**src/rtl/motor_step_gen_mc_pkg.sv**
```systemverilog
// Shared definitions for the multi-channel step/dir generator: channel phase
// encoding and default widths/timing constants.
package motor_pkg;

    typedef enum logic [2:0] {
        ST_IDLE      = 3'd0,
        ST_DIR_SETUP = 3'd1,
        ST_PRE       = 3'd2,
        ST_PULSE     = 3'd3,
        ST_POST      = 3'd4
    } chan_state_e;

    localparam int DEF_NCH   = 3;
    localparam int DEF_CNT_W = 16;
    localparam int DEF_POS_W = 32;

    // A zero pulse length still produces one high cycle.
    localparam int MIN_PULSE_LEN = 1;

endpackage

```
**src/rtl/motor_step_gen_mc_if.sv**
```systemverilog
// Planner-side bundle of the step generator: strobes, timing, position load/snapshot
// and the pin/status outputs. master drives requests, slave is the generator.
interface motor_step_gen_mc_if #(
    parameter int NCH   = 3,
    parameter int CNT_W = 16,
    parameter int POS_W = 32
);
    logic [NCH-1:0]       enable;
    logic [NCH-1:0]       step_stb;
    logic [NCH-1:0]       step_dir;
    logic [CNT_W-1:0]     dir_setup_len;
    logic [CNT_W-1:0]     pre_len;
    logic [CNT_W-1:0]     pulse_len;
    logic [CNT_W-1:0]     post_len;
    logic [NCH-1:0]       set_x;
    logic [NCH*POS_W-1:0] x_val;
    logic                 hold;
    logic [NCH-1:0]       missed_clr;

    logic [NCH-1:0]       step;
    logic [NCH-1:0]       dir;
    logic [NCH-1:0]       busy;
    logic [NCH-1:0]       missed;
    logic [NCH*POS_W-1:0] x;
    logic [NCH*POS_W-1:0] x_hold;

    modport master (
        output enable, step_stb, step_dir, dir_setup_len, pre_len, pulse_len, post_len,
        output set_x, x_val, hold, missed_clr,
        input  step, dir, busy, missed, x, x_hold
    );

    modport slave (
        input  enable, step_stb, step_dir, dir_setup_len, pre_len, pulse_len, post_len,
        input  set_x, x_val, hold, missed_clr,
        output step, dir, busy, missed, x, x_hold
    );
endinterface

```
**src/rtl/motor_step_gen_mc_chan.sv**
```systemverilog
// One step/dir axis: phase sequencer with per-step shadowed timing, signed
// position counter with load and snapshot, and a sticky missed-strobe flag.
module motor_step_chan
    import motor_pkg::*;
#(
    parameter int CNT_W = DEF_CNT_W,
    parameter int POS_W = DEF_POS_W
) (
    input  logic                    clk,
    input  logic                    reset_n,
    input  logic                    enable_i,
    input  logic                    step_stb_i,
    input  logic                    step_dir_i,
    input  logic [CNT_W-1:0]        dir_setup_len_i,
    input  logic [CNT_W-1:0]        pre_len_i,
    input  logic [CNT_W-1:0]        pulse_len_i,
    input  logic [CNT_W-1:0]        post_len_i,
    input  logic                    set_x_i,
    input  logic signed [POS_W-1:0] x_val_i,
    input  logic                    hold_i,
    input  logic                    missed_clr_i,
    output logic                    step_o,
    output logic                    dir_o,
    output logic                    busy_o,
    output logic                    missed_o,
    output logic signed [POS_W-1:0] x_o,
    output logic signed [POS_W-1:0] x_hold_o
);

    localparam logic [CNT_W-1:0]        CNT_ONE = CNT_W'(1);
    localparam logic signed [POS_W-1:0] POS_ONE = POS_W'(1);

    // Counter value loaded on phase entry: the phase ends on the edge that sees zero.
    function automatic logic [CNT_W-1:0] last_cnt(input logic [CNT_W-1:0] len);
        logic [CNT_W-1:0] eff;
        eff = (len == '0) ? CNT_W'(MIN_PULSE_LEN) : len;
        return eff - CNT_ONE;
    endfunction

    chan_state_e             state_q;
    logic [CNT_W-1:0]        cnt_q;
    logic                    step_q;
    logic                    dir_q;
    logic                    busy_q;
    logic                    missed_q, missed_d;
    logic signed [POS_W-1:0] x_q, x_d;
    logic signed [POS_W-1:0] x_hold_q, x_hold_d;
    logic [CNT_W-1:0]        pre_q;
    logic [CNT_W-1:0]        pulse_q;
    logic [CNT_W-1:0]        post_q;

    logic accept;
    logic miss;
    logic dir_chg;

    assign accept  = (state_q == ST_IDLE) && enable_i && step_stb_i;
    assign miss    = (state_q != ST_IDLE) && enable_i && step_stb_i;
    assign dir_chg = (step_dir_i != dir_q);

    always_comb begin
        x_d = x_q;
        if (set_x_i) begin
            x_d = x_val_i;
        end else if (accept) begin
            x_d = step_dir_i ? (x_q - POS_ONE) : (x_q + POS_ONE);
        end
        x_hold_d = hold_i ? x_q : x_hold_q;
        missed_d = miss ? 1'b1 : (missed_clr_i ? 1'b0 : missed_q);
    end

    always_ff @(posedge clk or negedge reset_n) begin
        if (!reset_n) begin
            state_q <= ST_IDLE;
            cnt_q   <= '0;
            step_q  <= 1'b0;
            dir_q   <= 1'b0;
            busy_q  <= 1'b0;
        end else begin
            case (state_q)
                ST_IDLE: begin
                    if (accept) begin
                        dir_q  <= step_dir_i;
                        busy_q <= 1'b1;
                        // First phase decided from live inputs; shadows load on this same edge.
                        if (dir_chg && (dir_setup_len_i != '0)) begin
                            state_q <= ST_DIR_SETUP;
                            cnt_q   <= last_cnt(dir_setup_len_i);
                        end else if (pre_len_i != '0) begin
                            state_q <= ST_PRE;
                            cnt_q   <= last_cnt(pre_len_i);
                        end else begin
                            state_q <= ST_PULSE;
                            cnt_q   <= last_cnt(pulse_len_i);
                            step_q  <= 1'b1;
                        end
                    end
                end
                ST_DIR_SETUP: begin
                    if (cnt_q != '0) begin
                        cnt_q <= cnt_q - CNT_ONE;
                    end else if (pre_q != '0) begin
                        state_q <= ST_PRE;
                        cnt_q   <= last_cnt(pre_q);
                    end else begin
                        state_q <= ST_PULSE;
                        cnt_q   <= last_cnt(pulse_q);
                        step_q  <= 1'b1;
                    end
                end
                ST_PRE: begin
                    if (cnt_q != '0) begin
                        cnt_q <= cnt_q - CNT_ONE;
                    end else begin
                        state_q <= ST_PULSE;
                        cnt_q   <= last_cnt(pulse_q);
                        step_q  <= 1'b1;
                    end
                end
                ST_PULSE: begin
                    if (cnt_q != '0) begin
                        cnt_q <= cnt_q - CNT_ONE;
                    end else begin
                        step_q <= 1'b0;
                        if (post_q != '0) begin
                            state_q <= ST_POST;
                            cnt_q   <= last_cnt(post_q);
                        end else begin
                            state_q <= ST_IDLE;
                            busy_q  <= 1'b0;
                        end
                    end
                end
                ST_POST: begin
                    if (cnt_q != '0) begin
                        cnt_q <= cnt_q - CNT_ONE;
                    end else begin
                        state_q <= ST_IDLE;
                        busy_q  <= 1'b0;
                    end
                end
                default: begin
                    state_q <= ST_IDLE;
                    step_q  <= 1'b0;
                    busy_q  <= 1'b0;
                end
            endcase
        end
    end

    // Timing shadows are pure data: only meaningful while busy, so no reset.
    always_ff @(posedge clk) begin
        if (accept) begin
            pre_q   <= pre_len_i;
            pulse_q <= pulse_len_i;
            post_q  <= post_len_i;
        end
    end

    always_ff @(posedge clk or negedge reset_n) begin
        if (!reset_n) begin
            x_q      <= '0;
            x_hold_q <= '0;
            missed_q <= 1'b0;
        end else begin
            x_q      <= x_d;
            x_hold_q <= x_hold_d;
            missed_q <= missed_d;
        end
    end

    assign step_o   = step_q;
    assign dir_o    = dir_q;
    assign busy_o   = busy_q;
    assign missed_o = missed_q;
    assign x_o      = x_q;
    assign x_hold_o = x_hold_q;

endmodule

```
**src/rtl/motor_step_gen_mc.sv**
```systemverilog
// Multi-axis step/dir generator: NCH independent channels sharing only the
// timing inputs; this level just slices the bundle vectors per channel.
module motor_step_gen_mc
    import motor_pkg::*;
#(
    parameter int NCH   = DEF_NCH,
    parameter int CNT_W = DEF_CNT_W,
    parameter int POS_W = DEF_POS_W
) (
    input  logic                clk,
    input  logic                reset_n,
    motor_step_gen_mc_if.slave  bus
);

    logic [NCH-1:0]       step_w;
    logic [NCH-1:0]       dir_w;
    logic [NCH-1:0]       busy_w;
    logic [NCH-1:0]       missed_w;
    logic [NCH*POS_W-1:0] x_w;
    logic [NCH*POS_W-1:0] x_hold_w;

    for (genvar i = 0; i < NCH; i++) begin : g_chan
        motor_step_chan #(
            .CNT_W (CNT_W),
            .POS_W (POS_W)
        ) u_chan (
            .clk             (clk),
            .reset_n         (reset_n),
            .enable_i        (bus.enable[i]),
            .step_stb_i      (bus.step_stb[i]),
            .step_dir_i      (bus.step_dir[i]),
            .dir_setup_len_i (bus.dir_setup_len),
            .pre_len_i       (bus.pre_len),
            .pulse_len_i     (bus.pulse_len),
            .post_len_i      (bus.post_len),
            .set_x_i         (bus.set_x[i]),
            .x_val_i         (bus.x_val[i*POS_W +: POS_W]),
            .hold_i          (bus.hold),
            .missed_clr_i    (bus.missed_clr[i]),
            .step_o          (step_w[i]),
            .dir_o           (dir_w[i]),
            .busy_o          (busy_w[i]),
            .missed_o        (missed_w[i]),
            .x_o             (x_w[i*POS_W +: POS_W]),
            .x_hold_o        (x_hold_w[i*POS_W +: POS_W])
        );
    end

    assign bus.step   = step_w;
    assign bus.dir    = dir_w;
    assign bus.busy   = busy_w;
    assign bus.missed = missed_w;
    assign bus.x      = x_w;
    assign bus.x_hold = x_hold_w;

endmodule

```
**src/flat_wrapper.sv**
```systemverilog
// flat-port wrapper written by rule: the top's interface ports become plain ports
module motor_step_gen_mc_flat import motor_pkg::*;
#(
    parameter int NCH   = DEF_NCH,
    parameter int CNT_W = DEF_CNT_W,
    parameter int POS_W = DEF_POS_W
)
  (clk, reset_n, bus_enable, bus_step_stb, bus_step_dir, bus_dir_setup_len, bus_pre_len, bus_pulse_len, bus_post_len, bus_set_x, bus_x_val, bus_hold, bus_missed_clr, bus_step, bus_dir, bus_busy, bus_missed, bus_x, bus_x_hold);
  motor_step_gen_mc_if #(.NCH(NCH), .CNT_W(CNT_W), .POS_W(POS_W)) bus_i ();
  input  logic clk;
  input  logic reset_n;
  input wire logic [$bits(bus_i.enable)-1:0] bus_enable;
  input wire logic [$bits(bus_i.step_stb)-1:0] bus_step_stb;
  input wire logic [$bits(bus_i.step_dir)-1:0] bus_step_dir;
  input wire logic [$bits(bus_i.dir_setup_len)-1:0] bus_dir_setup_len;
  input wire logic [$bits(bus_i.pre_len)-1:0] bus_pre_len;
  input wire logic [$bits(bus_i.pulse_len)-1:0] bus_pulse_len;
  input wire logic [$bits(bus_i.post_len)-1:0] bus_post_len;
  input wire logic [$bits(bus_i.set_x)-1:0] bus_set_x;
  input wire logic [$bits(bus_i.x_val)-1:0] bus_x_val;
  input wire logic [$bits(bus_i.hold)-1:0] bus_hold;
  input wire logic [$bits(bus_i.missed_clr)-1:0] bus_missed_clr;
  output wire logic [$bits(bus_i.step)-1:0] bus_step;
  output wire logic [$bits(bus_i.dir)-1:0] bus_dir;
  output wire logic [$bits(bus_i.busy)-1:0] bus_busy;
  output wire logic [$bits(bus_i.missed)-1:0] bus_missed;
  output wire logic [$bits(bus_i.x)-1:0] bus_x;
  output wire logic [$bits(bus_i.x_hold)-1:0] bus_x_hold;
  assign bus_i.enable = bus_enable;
  assign bus_i.step_stb = bus_step_stb;
  assign bus_i.step_dir = bus_step_dir;
  assign bus_i.dir_setup_len = bus_dir_setup_len;
  assign bus_i.pre_len = bus_pre_len;
  assign bus_i.pulse_len = bus_pulse_len;
  assign bus_i.post_len = bus_post_len;
  assign bus_i.set_x = bus_set_x;
  assign bus_i.x_val = bus_x_val;
  assign bus_i.hold = bus_hold;
  assign bus_i.missed_clr = bus_missed_clr;
  assign bus_step = bus_i.step;
  assign bus_dir = bus_i.dir;
  assign bus_busy = bus_i.busy;
  assign bus_missed = bus_i.missed;
  assign bus_x = bus_i.x;
  assign bus_x_hold = bus_i.x_hold;
  motor_step_gen_mc #(.NCH(NCH), .CNT_W(CNT_W), .POS_W(POS_W)) u_core (.clk(clk), .reset_n(reset_n), .bus(bus_i));
endmodule
```
**config.mk**
```make
export PLATFORM = sky130hd
export DESIGN_NAME = motor_step_gen_mc_flat
export DESIGN_NICKNAME = d
export VERILOG_FILES = /design/src/rtl/motor_step_gen_mc_pkg.sv /design/src/rtl/motor_step_gen_mc_if.sv /design/src/rtl/motor_step_gen_mc_chan.sv /design/src/rtl/motor_step_gen_mc.sv /design/src/flat_wrapper.sv
export SDC_FILE = /design/constraint.sdc
export NUM_CORES = 1
export LEC_CHECK = 0
export ABC_AREA = 1
export CAP_MARGIN = 20
export CORE_MARGIN = 2
export CORE_UTILIZATION = 35
export CTS_BUF_LIST = sky130_fd_sc_hd__clkbuf_4
export CTS_CLUSTER_SIZE = 16
export DETAILED_ROUTE_END_ITERATION = 12
export GPL_TIMING_DRIVEN = 0
export SLEW_MARGIN = 0
export SYNTH_ARGS = -nofsm -noshare
export SYNTH_HDL_FRONTEND = slang
export SYNTH_SLANG_ARGS = --single-unit
```
**constraint.sdc**
```tcl
create_clock -name clk -period 4.74 [get_ports clk]
set_input_delay 0.948 -clock clk [delete_from_list [all_inputs] [get_ports clk]]
set_output_delay 0.948 -clock clk [all_outputs]
set_load 0.005 [all_outputs]
```
## Word-level counts from Yosys, hierarchy flattened

Cells that the tools add are included.

| storage, ports and cells | value |
|---|---|
| register bits after elaboration | 405 |
| input bits | 178 |
| output and inout bits | 204 |
| word-level logic and storage cells | 296 |

| operators by class | value |
|---|---|
| add/sub/neg operators | 21 |
| equal/unequal tests | 48 |
| mux-type cells | 117 |
| bitwise logic cells | 6 |
| reduce and logical (&&, ||, !) cells | 71 |

Operators with widths:

| kind | number |
|---|---|
| $mux W16 | 37 |
| $mux W32 | 9 |
| $pmux W16 S5 | 3 |
| $sub A16 B1 Y16 const B | 15 |
| $logic_not A16 Y1 | 12 |
| $reduce_bool A16 Y1 | 11 |
| $add A32 B2 Y32 const B | 3 |
| $sub A32 B2 Y32 const B | 3 |
| $ne A2 B2 Y1 const B | 30 |
| $mux W3 | 19 |
| $pmux W3 S5 | 3 |
| $mux W1 | 38 |
| $reduce_and A5 Y1 | 6 |
| $reduce_and A8 Y1 | 3 |
| $eq A3 B2 Y1 const B | 6 |
| $logic_and A1 B1 Y1 | 15 |
| $pmux W1 S5 | 3 |
| $reduce_bool A5 Y1 | 3 |
| $pmux W1 S4 | 3 |
| $reduce_and A4 Y1 | 3 |
| $reduce_bool A2 Y1 | 6 |
| $eq A3 B1 Y1 const B | 3 |
| $eq A3 B3 Y1 const B | 3 |
| $logic_not A3 Y1 | 3 |
| other kinds (7) | 23 |

## Logic depth before layout (Yosys ltp)

Gate-level depths: netlist of the first run.

| depth | value |
|---|---|
| depth in word-level cells | 7 |
| gate-level depth with buffers | 19 |
| mapped depth without buffers | 19 |

## Cells and area by module

Synthesis of the first run repeated with hierarchy kept, for this count alone.

| second synthesis, totals | value |
|---|---|
| cells, all modules | 4,231 |
| area total of the unflattened synthesis | 30,460.5 um2 |

Modules (own cells, without submodules):

| module | instances | cells each | area each (um2) |
|---|---|---|---|
| motor_step_chan (u_core.g_chan[0].u_chan) | 1 | 1,402 | 10,236.1 |
| motor_step_chan (u_core.g_chan[2].u_chan) | 1 | 1,428 | 10,209.8 |
| motor_step_chan (u_core.g_chan[1].u_chan) | 1 | 1,401 | 10,014.6 |

## Worst setup path before layout of the first run

OpenSTA, ideal clock, no wires.

| timing path | value |
|---|---|
| path type | input to register |
| from | input bus_step_stb[0] |
| to | register u_core.g_chan[0].u_chan.x_q[13] |
| library setup time | 0.127 ns |
| data arrival time | 3.894 ns |
| path slack | 0.718 ns |
| stages | 8 |
| buffers on the path | 1 |
| path through | nand2_1 > nor2_1 > inv_2 > nand2_2 > inv_2 > clkbuf_1 > nand2_1 > o21ai_0 |

| on the way | value |
|---|---|
| cells in the longest elaborated chain, start to end | 2 |

Ends and longest elaborated chain:

| what | RTL line | RTL |
|---|---|---|
| from (decl) | flat_wrapper.sv:13 | `input wire logic [$bits(bus_i.step_stb)-1:0] bus_step_stb;` |
| $logic_and A1 B1 Y1 | motor_step_gen_mc_chan.sv:56 | `assign accept = (state_q == ST_IDLE) && enable_i && step_stb_i;` |
| net u_core.g_chan[0].u_chan.accept | motor_step_gen_mc_chan.sv:52 | `logic accept;` |
| $reduce_bool A2 Y1 (no source line) | - |  |
| to (signal assigned) | motor_step_gen_mc_chan.sv:161 | `x_q <= '0;` |
| to (signal assigned) | motor_step_gen_mc_chan.sv:165 | `x_q <= x_d;` |
| to (decl) | motor_step_gen_mc_chan.sv:46 | `logic signed [POS_W-1:0] x_q, x_d;` |

The timed path passes the listed nets, and every way through them passes these cells.
A chain may end at the register's enable or synchronous reset.

## Final worst setup path of the first run

| timing path | value |
|---|---|
| from | input bus_pre_len[0] |
| to | register u_core.g_chan[1].u_chan.cnt_q[8] |

| on the way | value |
|---|---|
| cells in the longest elaborated chain, start to end | 7 |

Ends and longest elaborated chain:

| what | RTL line | RTL |
|---|---|---|
| from (decl) | flat_wrapper.sv:16 | `input wire logic [$bits(bus_i.pre_len)-1:0] bus_pre_len;` |
| $logic_not A16 Y1 | motor_step_gen_mc_chan.sv:36 | `eff = (len == '0) ? CNT_W'(MIN_PULSE_LEN) : len;` |
| $mux W16 | motor_step_gen_mc_chan.sv:36 |  |
| $sub A16 B1 Y16 | motor_step_gen_mc_chan.sv:37 | `return eff - CNT_ONE;` |
| $mux W16 * | motor_step_gen_mc_chan.sv:88 | `end else if (pre_len_i != '0) begin` |
| $mux W16 * | motor_step_gen_mc_chan.sv:85 | `if (dir_chg && (dir_setup_len_i != '0)) begin` |
| $mux W16 * | motor_step_gen_mc_chan.sv:81 | `if (accept) begin` |
| $pmux W16 S5 * | motor_step_gen_mc_chan.sv:79 | `case (state_q)` |
| to (signal assigned) | motor_step_gen_mc_chan.sv:87 | `cnt_q <= last_cnt(dir_setup_len_i);` |
| to (signal assigned) | motor_step_gen_mc_chan.sv:90 | `cnt_q <= last_cnt(pre_len_i);` |
| to (signal assigned) | motor_step_gen_mc_chan.sv:93 | `cnt_q <= last_cnt(pulse_len_i);` |
| to (decl) | motor_step_gen_mc_chan.sv:41 | `logic [CNT_W-1:0] cnt_q;` |

Mark *: on every way between the ends. The rest lies on a longest branch, timed or not. The select of a mux whose other input is x is not followed.

==> results of run 1 <==
-- worst max-delay path, delay by kind of cell --
family / cells / cell delay (ns)
simple gates: 8 / 0.97
compound gates: 3 / 0.72
xor+xnor: 1 / 0.45
buf+inv: 2 / 0.96
fa+ha+maj: 1 / 0.33
-- per-layer routing --
layer | track usage | vias to the layer above | wire [microns] | part of all wire
li1 | - | 13850 | - | -
met1 | 0.3718 | 13420 | 51030 | 0.45
met2 | 0.4138 | 1127 | 49970 | 0.44
met3 | 0.06685 | 191 | 9879 | 0.087
met4 | 0.06418 | 22 | 2532 | 0.022
met5 | 0 | - | 125 | 0.0011
-- cells by family (layout without fill, tap and decap cells) --
kind of cell / after synthesis / after routing / share of synthesized area
AOI/OAI and AO/OA: 723 / 723 / 0.1472
xor gates and xnor gates: 160 / 160 / 0.04952
adders and majority gates: 107 / 107 / 0.04785
buffers and inverters: 488 / 1080 / 0.06904
DFF: 405 / 405 / 0.3815
muxes: 78 / 78 / 0.03087
other: 0 / 9 / 0
and+or+nand+nor: 1843 / 1843 / 0.2740
-- layout by cell type, fill, tap and decap left out, types with 23 or more instances in the layout --
cell | synthesis | routed
nand2_1 | 904 | 904
nor2_1 | 514 | 513
clkdlybuf4s50_1 | 0 | 375
inv_1 | 363 | 361
dfrtp_1 | 261 | 261
nand3_1 | 229 | 229
a21oi_1 | 227 | 227
o21ai_0 | 217 | 217
clkbuf_4 | 0 | 161
edfxtp_1 | 144 | 144
xor2_1 | 108 | 108
ha_1 | 104 | 104
mux2_2 | 78 | 78
o21ai_1 | 53 | 53
o211ai_1 | 53 | 53
xnor2_1 | 51 | 51
clkbuf_1 | 48 | 48
nand4_1 | 45 | 45
inv_2 | 35 | 38
nor3_1 | 33 | 33
clkinv_1 | 0 | 30
o21bai_1 | 25 | 25
nor2_2 | 23 | 23
o22ai_1 | 23 | 23
-- through the flow --
stage / hold slack, ns / instance area, sq um / setup TNS (ns) / setup slack [ns] / power, mW
5_1_grt: 0.4997 / 35190 / 0 / 1.062 / 16.75
3_5_place_dp: 0.4675 / 33730 / 0 / 0.3804 / 12.26
4_1_cts: 0.4856 / 35180 / 0 / 1.369 / 15.64
2_1_floorplan: 0.4430 / 28450 / 0 / 0.7185 / 9.197
6_report: 0.4830 / 35200 / 0 / 1.202 / 15.64
3_3_place_gp: 0.4592 / 33560 / -2676.52 / -10.03 / 12.27
-- worst max path at each step --
stage                          startpoint                              endpoint  slack, ns
after global routing      bus_step_dir[1]       u_core.g_chan[1].u_chan.x_o[28]       1.06
after detailed placement  bus_step_dir[1]       u_core.g_chan[1].u_chan.x_o[28]       0.38
after floorplan           bus_step_stb[0]       u_core.g_chan[0].u_chan.x_o[13]       0.72
after CTS                 bus_step_dir[1]       u_core.g_chan[1].u_chan.x_o[28]       1.37
after global placement            reset_n  u_core.g_chan[0].u_chan.x_hold_o[22]     -10.03
final                      bus_pre_len[0]      u_core.g_chan[1].u_chan.cnt_q[8]       1.20
-- final cells by class --
| cell class | count | area [sq um] |
|---|---|---|
| diodes | 9 | 22.52 |
| plain buffers | 89 | 465.4 |
| clock buffers | 161 | 1209 |
| clock inverters | 45 | 227.7 |
| fillers | 8274 | 45340 |
| inverters | 399 | 1499 |
| multi-input cells | 2911 | 15640 |
| flip-flops and latches | 405 | 10860 |
| well taps | 1060 | 1326 |
| repair buffers | 386 | 3959 |
-- registers in the layout, summed over array words and instances, names as in the netlist --
name                           flops
u_core.g_chan.u_chan.cnt_q        48
u_core.g_chan.u_chan.post_q       48
u_core.g_chan.u_chan.x_o          96
u_core.g_chan.u_chan.pulse_q      48
u_core.g_chan.u_chan.pre_q        48
u_core.g_chan.u_chan.step_o        3
u_core.g_chan.u_chan.state_q       9
u_core.g_chan.u_chan.missed_o      3
u_core.g_chan.u_chan.busy_o        3
u_core.g_chan.u_chan.x_hold_o     96
u_core.g_chan.u_chan.dir_o         3
-- power by group --
part / internal [mW] / switching, mW / total, mW
Clock: 1.63 / 1.65 / 3.27
Sequential: 4.34 / 0.710 / 5.05
Combinational: 2.88 / 4.43 / 7.31
Total: 8.85 / 6.79 / 15.6
-- what timing repair did --
item                       CTS  global route
hold buffers                 1             0
resized for setup            0             0
hold endpoints to repair    23             0
setup buffers                0             0
setup endpoints to repair    0             0
==> flow_summary_export.csv, run 1 <==
group,metric,value,unit
floorplanning,die_area,83580,sq um
setup_path,r2r_setup_slack,1.31,ns
placed_design,portBuffers,378,
timing,grt_setup_unrepaired,"no",
timing,period_minus_slack,3.539,ns
global_route,grt_pass1_wl,168900,microns
timing,finalCritPeriodShare,0.7465,
floorplanning,die_w,289.1,microns
drt,drtIter0Drc,2468,
drt,drtAntennaViolNets,0,
setup_path,max_stage_delay,0.82,ns
clock_tree,clkLatencyLatePin,0.95,ns
drt,vias,28600,
global_route,grt_max_degree,111,
clock_tree,ctsRootBufferMaster,"clkbuf_4",
logic_synthesis,yosys.area.top_type,"dfrtp_1",
global_route,antenna_found_initial,18,
floorplanning,start_util,0.3532,
drt,first_pass_iters,9,
logic_synthesis,yosysMostFrequentCell,"nand2_1",
setup_path,required,5.59,ns
logic_synthesis,ys_seq_area_frac,0.3815,
clock_tree,cts_buffer_depth,3,
timing,worstMarginPinSlew,1.084,ns
timing,finalHoldViolations,0,
global_route,grt_usage,0.2667,
drt,drc,0,
worst_hold_path,holdCritStartpoint,"u_core.g_chan[2].u_chan.busy_o",
setup_path,critical_path_class,"in2reg",
setup_path,r2r_cells,19,
logic_synthesis,ys_warn_count,0,
setup_path,cp_common_cell,"nand2_1",
floorplanning,coreArea,80550,sq um
setup_path,cp_cell_sequence,"clkdlybuf4s50_1 > nor2_1 > nand2_1 > nor2_2 > nand2_2 > inv_2 > a21oi_2 > ha_1 > nand2_1 > nor2_1 > xor2_1 > o21ai_1 > nand2_1 > nand2_1 > o21ai_1",
timing,slew_headroom,0.2772,
cells_and_area,final_cells,5465,
logic_synthesis,ys_async_sr_fraction,0.6444,
clock_tree,cts_tree,"yes",
logic_synthesis,syn_inst,3804,
run_status,outcome,"finished, final reports clean",
timing,fmax,282.6,MHz
setup_path,cp-end-kind,"register",
logic_synthesis,yosysUniqueCellTypes,65,
timing,setup_violations,0,
clock_tree,clock_sinks,405,
power_and_ir_drop,cellLeakagePower,15.36,nW
placed_design,dp_hpwl,89830,microns
logic_synthesis,synth_area_leaders,"dfrtp_1, edfxtp_1, nand2_1",
logic_synthesis,synth_commonest_cells,"nand2_1, nor2_1, inv_1",
placed_design,gp_congestion,0.9808,
floorplanning,ios,382,
clock_tree,numCtsBuffers,115,
logic_synthesis,yosysTopAreaCellShare,0.2296,
setup_path,cp-start-kind,"primary input",
timing,drv_slew,0,
logic_synthesis,synth_nets,4089,
placed_design,placedCellCount,5249,
cells_and_area,syn_to_final_growth,23.73,%
setup_path,path_max_fanout,9,
setup_path,r2r-end,"u_core.g_chan[0].u_chan.cnt_q[12]",
drt,viasPerCell,5.234,
clock_tree,h-tree-depth,3,
power_and_ir_drop,power_density,444.3,nW/um^2
setup_path,cpMaxStageDelayCell,"clkdlybuf4s50_1",
logic_synthesis,syn_area_per_cell,7.479,sq um
logic_synthesis,yosys_register_bits,405,
logic_synthesis,ys.flop_type,"dfrtp_1",
logic_synthesis,synth_edf_count,144,
floorplanning,num_rows,104,
cells_and_area,fin_util,0.4370,
worst_hold_path,min_path_type,"reg2reg",
cells_and_area,drive_gt1_frac,0.09736,
power_and_ir_drop,peakVddDrop,0.2782,mV
setup_path,cp.arrival,4.38,ns
worst_hold_path,min_delay_worst_endpoint,"u_core.g_chan[2].u_chan.busy_o",
setup_path,r2r-start,"u_core.g_chan[0].u_chan.pre_q[9]",
clock_tree,clk_pin_slew,0.06,ns
logic_synthesis,syn_area,28450,sq um
cells_and_area,fin_nets,4592,
timing,skew,0.1014,ns
job,max_cap_viol_count,0,
drt,wire_per_inst,20.78,microns
worst_hold_path,hold_depth,2,
drt,drt_wl_total,113500,microns
floorplanning,fp.dieH,289.1,microns
global_route,grt_pass1_vias,27280,
global_route,overflow,0,
(Power assumes the default switching activity.)
==> run 2: changes to the inputs <==
==> constraint.sdc (replaced) <==
create_clock -name clk -period 3 [get_ports clk]
set_input_delay 0.6 -clock clk [delete_from_list [all_inputs] [get_ports clk]]
set_output_delay 0.6 -clock clk [all_outputs]
set_load 0.005 [all_outputs]
==> run 2 against run 1 <==
  * Setup slack lost 1.2 ns
  * Critical path depth fell by 2
  * Flip-flop and latch count is the same
  * Final cell count grew 0.62%
  * Sequential power is 58% higher
==> flow_summary_export.csv, run 2 (same netlist as run 1, synthesis figures left out) <==
group,metric,value,unit
setup_path,cp_common_cell,"nor2_1",
timing,slew_headroom,0.3022,
clock_tree,cts_tree,"yes",
global_route,antenna_found_initial,16,
setup_path,cp_num_buf_inv,3,
global_route,grt_usage,0.2642,
cells_and_area,fin_nets,4619,
power_and_ir_drop,p_sw_frac,0.4318,
setup_path,path_max_fanout,9,
cells_and_area,final_cell_mix,"nand2_1, nor2_1, clkdlybuf4s50_1",
power_and_ir_drop,cellLeakagePower,15.57,nW
cells_and_area,syn_to_final_growth,25.28,%
cells_and_area,fin_util,0.4425,
cells_and_area,fill_cells,8301,
timing,fmax,335.4,MHz
setup_path,cpMaxStageDelayCell,"clkdlybuf4s50_1",
timing,worstMarginPinSlew,1.047,ns
drt,wire_per_inst,20.66,microns
timing,period_minus_slack,2.982,ns
power_and_ir_drop,seq_power_share,0.319,
setup_path,cp_cell_sequence,"clkdlybuf4s50_1 > nor2_1 > nand2_1 > nor2_2 > nand2_2 > inv_2 > a21oi_2 > ha_1 > inv_1 > nor2_1 > xor2_2 > o21ai_0 > a22oi_1",
run_status,outcome,"finished, final reports clean",
timing,drv_slew,0,
power_and_ir_drop,power,25.04,mW
clock_tree,ctsRootBufferMaster,"clkbuf_4",
timing,setup_violations,0,
floorplanning,die_area,83580,sq um
setup_path,critical_path_class,"in2reg",
drt,first_pass_iters,5,
timing,finalCritPeriodShare,0.9940,
drt,drt_wl_total,113600,microns
clock_tree,clock_sinks,405,
placed_design,dp_hpwl,89130,microns
timing,skew,0.08794,ns
floorplanning,coreArea,80550,sq um
drt,vias,28630,
clock_tree,clkLatencyLatePin,0.92,ns
job,max_cap_viol_count,0,
global_route,grt_pass1_wl,166400,microns
drt,drc,0,
drt,drtIter0Drc,2535,
clock_tree,cts_buffer_depth,3,
drt,drtAntennaViolNets,0,
setup_path,cp-start-kind,"primary input",
floorplanning,fp.dieH,289.1,microns
placed_design,gp_congestion,1.005,
clock_tree,numCtsBuffers,116,
floorplanning,num_rows,104,
cells_and_area,layout.cells.most_common,"nand2_1",
drt,viasPerCell,5.206,
power_and_ir_drop,power_density,702.5,nW/um^2
power_and_ir_drop,combPwrFrac,0.466,
global_route,grt_max_degree,111,
power_and_ir_drop,p_sw,10.81,mW
global_route,grt_pass1_vias,27260,
floorplanning,die_w,289.1,microns
global_route,overflow,0,
clock_tree,h-tree-depth,3,
power_and_ir_drop,intPower,14.23,mW
floorplanning,start_util,0.3532,
setup_path,max_stage_delay,0.74,ns
timing,finalHoldViolations,0,
setup_path,cp-end-kind,"register",
cells_and_area,drive_gt1_frac,0.1137,
worst_hold_path,min_path_type,"in2async",
floorplanning,ios,382,
setup_path,critPathTopFamily,"compound AO/OA/AOI/OAI gates",
setup_path,required,3.78,ns
setup_path,cp.arrival,3.76,ns
placed_design,portBuffers,378,
power_and_ir_drop,p_clk_frac,0.215,
power_and_ir_drop,peakVddDrop,0.4618,mV
clock_tree,clk_pin_slew,0.08,ns
-- run 2: metal layers --
| metal | wire length (microns) | part of all wire | global-route usage | up-vias |
|---|---|---|---|---|
| li1 | - | - | - | 13900 |
| met1 | 49990 | 0.44 | 0.3589 | 13420 |
| met2 | 49410 | 0.43 | 0.4011 | 1080 |
| met3 | 10530 | 0.093 | 0.07465 | 207 |
| met4 | 3560 | 0.031 | 0.09369 | 16 |
| met5 | 96 | 0.00085 | 0 | - |
-- run 2: through the flow --
| step | TNS, ns | cell area, sq um | setup slack, ns | hold slack [ns] | instances |
|---|---|---|---|---|---|
| 6_report | 0 | 35640 | 0.01808 | 0.2021 | 5499 |
| 5_1_grt | -0.1543 | 35630 | -0.05394 | 0.1308 | 5495 |
| 4_1_cts | 0 | 35270 | 0.005101 | 0.1441 | 5466 |
| 3_5_place_dp | -59.58 | 33710 | -1.026 | 0.4730 | 5248 |
| 3_3_place_gp | -3215.97 | 33560 | -11.47 | 0.4631 | 5242 |
| 2_1_floorplan | 0 | 28450 | 0.02708 | 0.3044 | 3804 |
-- run 2: worst paths after layout --
check	startpoint	endpoint	slack (ns)	cells past startpoint
max in group asynchronous	reset_n	u_core.g_chan[0].u_chan.x_hold_o[10]	1.66	3
worst min-delay path	reset_n	u_core.g_chan[0].u_chan.missed_o	0.20	2
worst max register to register	u_core.g_chan[0].u_chan.pre_q[4]	u_core.g_chan[0].u_chan.cnt_q[12]	0.10	19
min in group clk	bus_pre_len[0]	u_core.g_chan[0].u_chan.pre_q[0]	0.21	1
worst max-delay path	bus_pre_len[1]	u_core.g_chan[1].u_chan.cnt_q[6]	0.02	13
worst min register to register	u_core.g_chan[2].u_chan.busy_o	u_core.g_chan[2].u_chan.busy_o	0.48	2
-- run 2: power groups by stage --
stage / Clock, mW / Combinational, mW / Sequential, mW
2_1_floorplan: 0 / 6.79 / 7.74
3_3_place_gp: 0 / 11.3 / 8.07
3_5_place_dp: 0 / 11.3 / 8.05
4_1_cts: 5.56 / 11.4 / 7.96
5_1_grt: 5.82 / 12.8 / 8.11
6_report: 5.39 / 11.7 / 7.98
-- run 2: layout make-up --
cell class	instances	area [sq um]	area share
clock buffer	168	1261	0.03538
antenna	7	17.52	0.0004915
inverter	399	1499	0.04205
multi-input combinational	2911	15810	0.4437
buffer	88	461.7	0.01295
sequential	405	10860	0.3046
timing repair buffer	413	4156	0.1166
clock inverter	48	251.5	0.007056
tap	1060	1326	0.03721
-- run 2: repair_timing --
item | 4_1_cts | 5_1_grt
setup buffers | 2 | 26
endpoints found under the hold margin | 86 | 0
gates resized for setup | 8 | 50
cloned | 0 | 0
endpoints found under the setup margin | 4 | 44
pin swaps | 1 | 3
hold buffers | 1 | 0
